$ cat src/rtl/aap_fetch_unit.sv
// AAP instruction fetch stage: holds the PC, issues halfword reads and
// assembles 16/32-bit instructions for the decoder over valid/ready.
module aap_fetch_unit #(
  parameter int unsigned        ADDR_W   = 20,
  parameter logic [ADDR_W-1:0]  RESET_PC = '0
) (
  input  logic              clock,
  input  logic              reset,
  output logic [ADDR_W-1:0] imem_addr,
  input  logic [15:0]       imem_data,
  output logic [31:0]       instr_out,
  output logic              instr_is32,
  output logic [ADDR_W-1:0] instr_pc,
  output logic              instr_valid,
  input  logic              instr_ready,
  input  logic              redirect_valid,
  input  logic [ADDR_W-1:0] redirect_pc
);

  typedef enum logic [1:0] {
    ISSUE_LO = 2'd0,
    LO       = 2'd1,
    HI       = 2'd2,
    OUT      = 2'd3
  } state_t;

  state_t            state;
  state_t            state_next;
  logic [ADDR_W-1:0] pc;
  logic [ADDR_W-1:0] pc_next;
  logic [ADDR_W-1:0] pc_plus1;
  logic [15:0]       lo_buf;
  logic              load_lo;
  logic              load_16;
  logic              load_32;
  logic              advance;

  assign pc_plus1 = pc + ADDR_W'(1);

  // State register
  always_ff @(posedge clock or negedge reset) begin
    if (!reset) begin
      state <= ISSUE_LO;
    end else begin
      state <= state_next;
    end
  end

  // Next-state logic; a redirect always restarts the fetch sequence
  always_comb begin
    state_next = state;
    case (state)
      ISSUE_LO: state_next = LO;
      LO:       state_next = imem_data[15] ? HI : OUT;
      HI:       state_next = OUT;
      OUT:      if (instr_ready) state_next = ISSUE_LO;
      default:  state_next = ISSUE_LO;
    endcase
    if (redirect_valid) state_next = ISSUE_LO;
  end

  // Output decode: memory address and datapath load strobes
  always_comb begin
    imem_addr = pc;
    load_lo   = 1'b0;
    load_16   = 1'b0;
    load_32   = 1'b0;
    advance   = 1'b0;
    case (state)
      ISSUE_LO: imem_addr = pc;
      LO: begin
        imem_addr = pc_plus1;
        load_lo   = imem_data[15] & ~redirect_valid;
        load_16   = ~imem_data[15] & ~redirect_valid;
      end
      HI: begin
        imem_addr = pc;
        load_32   = ~redirect_valid;
      end
      OUT: begin
        imem_addr = pc;
        advance   = instr_ready & ~redirect_valid;
      end
      default: imem_addr = pc;
    endcase
  end

  // PC update: redirect beats a same-cycle handshake
  always_comb begin
    pc_next = pc;
    if (redirect_valid) begin
      pc_next = redirect_pc;
    end else if (advance) begin
      pc_next = pc + (instr_is32 ? ADDR_W'(2) : ADDR_W'(1));
    end
  end

  // Datapath registers: PC, lo buffer and decoder-facing outputs
  always_ff @(posedge clock or negedge reset) begin
    if (!reset) begin
      pc          <= RESET_PC;
      lo_buf      <= 16'h0000;
      instr_out   <= 32'h0000_0000;
      instr_is32  <= 1'b0;
      instr_pc    <= '0;
      instr_valid <= 1'b0;
    end else begin
      pc          <= pc_next;
      instr_valid <= (state_next == OUT);
      if (load_lo) begin
        lo_buf <= imem_data;
      end
      if (load_16) begin
        instr_out  <= {16'h0000, imem_data};
        instr_is32 <= 1'b0;
        instr_pc   <= pc;
      end
      if (load_32) begin
        instr_out  <= {imem_data, lo_buf};
        instr_is32 <= 1'b1;
        instr_pc   <= pc;
      end
    end
  end

endmodule
$ cat config.mk
export PLATFORM = sky130hd
export DESIGN_NAME = aap_fetch_unit
export DESIGN_NICKNAME = d
export VERILOG_FILES = /design/src/rtl/aap_fetch_unit.sv
export SDC_FILE = /design/constraint.sdc
export NUM_CORES = 1
export LEC_CHECK = 0
export ABC_AREA = 1
export CELL_PAD_IN_SITES_DETAIL_PLACEMENT = 1
export CELL_PAD_IN_SITES_GLOBAL_PLACEMENT = 1
export CORE_MARGIN = 2
export CORE_UTILIZATION = 35
export CTS_BUF_LIST = sky130_fd_sc_hd__clkbuf_2 sky130_fd_sc_hd__clkbuf_4 sky130_fd_sc_hd__clkbuf_8
export DETAILED_ROUTE_END_ITERATION = 8
export GPL_ROUTABILITY_DRIVEN = 0
export PLACE_DENSITY = 0.76
export SYNTH_ARGS = -nofsm -noshare
export SYNTH_HDL_FRONTEND = slang
export SYNTH_SLANG_ARGS = --single-unit
$ cat constraint.sdc
create_clock -name clock -period 3.15 [get_ports clock]
set_input_delay 0.63 -clock clock [delete_from_list [all_inputs] [get_ports clock]]
set_output_delay 0.63 -clock clock [all_outputs]
set_load 0.005 [all_outputs]
After elaboration in Yosys (flattened, before gate mapping)
Index checks and enable logic that the tools add are counted.
Word-level totals
  register bits after elaboration: 92
  output and inout bits: 74
  logic and storage cells: 40
Operators by class
  $add $sub $neg: 2
  eq/ne operators: 4
  muxes and demuxes: 18
  bitwise operators: 5
  reduce and logical (&&, ||, !) cells: 4
Operators with widths (number)
  2-to-1 mux 20 bit: 4
  2-to-1 mux 32 bit: 2
  one-hot mux 20 bit (2 select lines): 1
  adder 20 x 1 -> 20 bit (second input constant): 1
  adder 20 x 2 -> 20 bit: 1
  one-hot mux 2 bit (4 select lines): 1
  2-to-1 mux 1 bit: 7
  equality test 2 bit (second input constant): 3
  2-to-1 mux 2 bit: 3
  nonzero test 2 bit: 2
  AND 1 bit: 3
  OR reduction 3 bit: 1
  equality test 2 x 1 -> 1 bit (second input constant): 1
  zero test 2 bit: 1
  inverter 1 bit: 2

Depth between registers and ports, before layout
  depth in word-level cells: 5
  mapped depth: 12
  depth with buffers taken out: 12

Least setup slack after synthesis
No wires, ideal clock.
  kind: register to output
  start point: register state[1]
  end point: output imem_addr[15]
  arrival time: 1278 ps
  required time: 2520 ps
  path slack: 1242 ps
  cell stages (with the launch flop): 9
  buffers on the path: 0
  path through: dfrtp_1 > inv_2 > nand2_2 > nor2_4 > nand2_1 > inv_1 > nand3_1 > nor2_1 > xor2_1
On the way
  longest elaborated chain between the ends: 3
  elaborated cells on any way between the ends: 6
  classes of those cells: eq/ne (3); mux (1); reduce/logical (2)
RTL lines
  start, declared: line 27  | state_t state;
  start signal, assigned: line 45  | state <= state_next;
  equality test 2 bit / zero test 2 bit (equally long branches): line 69  | case (state)
  OR reduction 3 bit (no source line)
  one-hot mux 20 bit (2 select lines) (*): line 69
  end, declared: line 9  | output logic [ADDR_W-1:0] imem_addr,
Mark *: on every way between the ends. The rest lies on a longest branch, timed or not.

Final worst setup path
Same ends and word-level chain as after synthesis.

==> flow_summary.yaml <==
outcome:
  status: "complete, no violations"
worst_hold_path:
  hp-class: "in2async"
grt:
  grt_max_degree: 58
  grt_pass1_vias: 4348
  grt.overflow.total: 0
  antenna_found_initial: 0
  grt_usage_pct: 19.90
  grt_pass1_wl_um: 22430
routing:
  viasPerCell: 4.805
  drc: 0
  totalWireLength_um: 13430
  antenna_left: 0
  wl_per_cell_um: 15.85
  drt_iter0_markers: 229
  via_count: 4070
  firstDrtPassIters: 5
layout:
  nets: 714
  layoutNonFillerInstCount: 847
  area_growth_pct: 31.75
  drive_gt1_share_pct: 6.370
  antenna_cells: 0
sta:
  rsz0062_at_grt: "false"
  max_freq_mhz: 339.4
  finalHoldViolCount: 0
  setup_viol: 0
  finClkSkew_ns: 0.009443
  slew_headroom_pct: 62.71
  period_minus_slack_ns: 2.946
  slew_viol_final: 0
  worst_slew_pin_slew_ns: 0.5594
  setup_ws_ns: 0.2038
  hold_slack_ns: 0.2444
  setup_tns_ns: 0
  min_period_over_period_pct: 93.53
critical_path:
  crit_type: "reg2out"
  r2r_cells: 12
  cp-end-kind: "output port"
  crit_path_max_incr_delay_ns: 0.52
  arrival_ns: 2.32
  crit_buf_inv: 3
  path_cells: "inv_2 -> nand2_2 -> nor2_4 -> nand2_1 -> inv_1 -> nand3_1 -> nor2_1 -> xor2_1 -> clkdlybuf4s50_1"
  critPathTopFamily: "buffers and inverters"
  critPathSlowestCell: "clkdlybuf4s50_1"
  r2r_start: "instr_is32"
  r2r_end: "pc[16]"
  worstSetupStartpointType: "flop"
  critPathRequiredTime_ns: 2.52
  critPathMaxFanout: 4
  r2r_slack_ns: 0.96
synthesis:
  ys_top_cells_by_count: "nand2_1 (115), dfrtp_1 (92), inv_1 (90), nor2_1 (51), o21ai_0 (49)"
  async_flop_share_pct: 100.0
  ys_warn_count: 0
  yosysTopAreaCell: "dfrtp_1"
  yosysUniqueCellTypes: 31
  yosysMostFrequentCell: "nand2_1"
  syn-cell-area_um2: 4611
  synth_nets: 605
  synthFlopType: "dfrtp_1"
  ys_ff_latch: 92
  synth_top_area_share_pct: 49.93
  ys_seq_area_share_pct: 49.93
  synth.avg_cell_area_um2: 8.219
  synthCells: 561
  synth_area_leaders: "dfrtp_1 (50%), nand2_1 (9.4%), inv_1 (7.3%)"
  synth_edf_count: 0
place:
  place_hpwl_um: 9845
  post-place-ws_ns: 0.5590
  placed_cells_incl_taps: 830
  io_buffers: 113
die:
  die_h_um: 118.8
  coreArea_um2: 12720
  die_area_um2: 14110
  ioPinCount: 114
  row_count: 41
  start_util_pct: 36.24
  die_x_um: 118.8
cts:
  clock-sinks: 92
  numCtsBuffers: 9
  htreeDepth: 3
  clk_latency_ns: 0.36
  clock-root-buffer: "clkbuf_8"
  tritoncts: "built"
  cts_buffer_depth: 2
  clkTransAtPathRegs_ns: 0.10
power_and_ir_drop:
  leakage_nw: 2.783
  p_total_mw: 3.503
  p_per_area_nw_per_um2: 576.7
  ir_worst_vdd_mv: 0.2752
job:
  drv_cap: 0
## metrics by stage
stage                     util, %  instance area (um2)
after floorplan                 -                 4611
after global placement      46.29                 5889
after detailed placement    46.29                 5889
after CTS                   47.68                 6066
after global routing        47.75                 6075
final                       47.75                 6075
## worst max-delay path by stage
stage | slack (ns) | cells after the start | startpoint | to
2_1_floorplan | 1.24 | 8 | state[1] | imem_addr[15]
3_3_place_gp | 0.60 | 9 | state[0] | imem_addr[12]
3_5_place_dp | 0.56 | 9 | state[1] | imem_addr[15]
4_1_cts | 0.14 | 9 | state[1] | imem_addr[15]
5_1_grt | 0.02 | 7 | pc[6] | imem_addr[19]
6_report | 0.20 | 9 | state[1] | imem_addr[15]
## layout by cell type, fill, tap and decap left out, drive strengths merged, types with 9 or more instances in the layout
cell type / count
nand2: 118
buf: 10
o22ai: 16
nand3: 25
clkbuf: 9
nor2: 59
dfrtp: 92
xor2: 20
inv: 93
clkdlybuf4s50: 112
a21oi: 22
o211ai: 21
o21ai: 50
## power breakdown
part           total (mW)  switching (mW)  internal, mW
registers            1.64           0.185          1.45
clock network       0.738           0.447         0.291
logic                1.13           0.505         0.623
## flip-flops by register name, summed over array words and instances, names as in the netlist
| register | count |
|---|---|
| instr_is32 | 1 |
| instr_out | 32 |
| instr_pc | 20 |
| instr_valid | 1 |
| lo_buf | 16 |
| pc | 20 |
| state | 2 |
## timing repair
item	CTS	global route
endpoints found under the setup margin	0	2
hold endpoints to repair	0	0
buffers inserted	0	1
hold buffers	0	0
resized for setup	0	1
## per-layer routing
metal | global-route usage, % | routed length, um
met5 | 0 | 0
met3 | 3.523 | 594
met4 | 6.101 | 110
met2 | 30.42 | 6131
met1 | 28.71 | 6592
## cells by family after synthesis
logic type | after synthesis | share of synthesized area (%)
AND/OR/NAND/NOR | 211 | 19.35
AO/OA/AOI/OAI | 117 | 15.01
buffers and inverters | 116 | 10.47
flip-flops | 92 | 49.93
XOR/XNOR | 21 | 3.989
adder cells (fa/ha/maj) | 4 | 1.248
## area by class of cell
type / count / area [um2]
multi-input combinational: 353 / 1826
sequential: 92 / 2303
clock buffer: 9 / 123.9
fill: 1593 / 6648
clock inverter: 7 / 52.55
timing repair buffer: 122 / 1209
inverter: 92 / 345.3
tap: 172 / 215.2
Note: power is estimated with default switching activity, not from simulation.
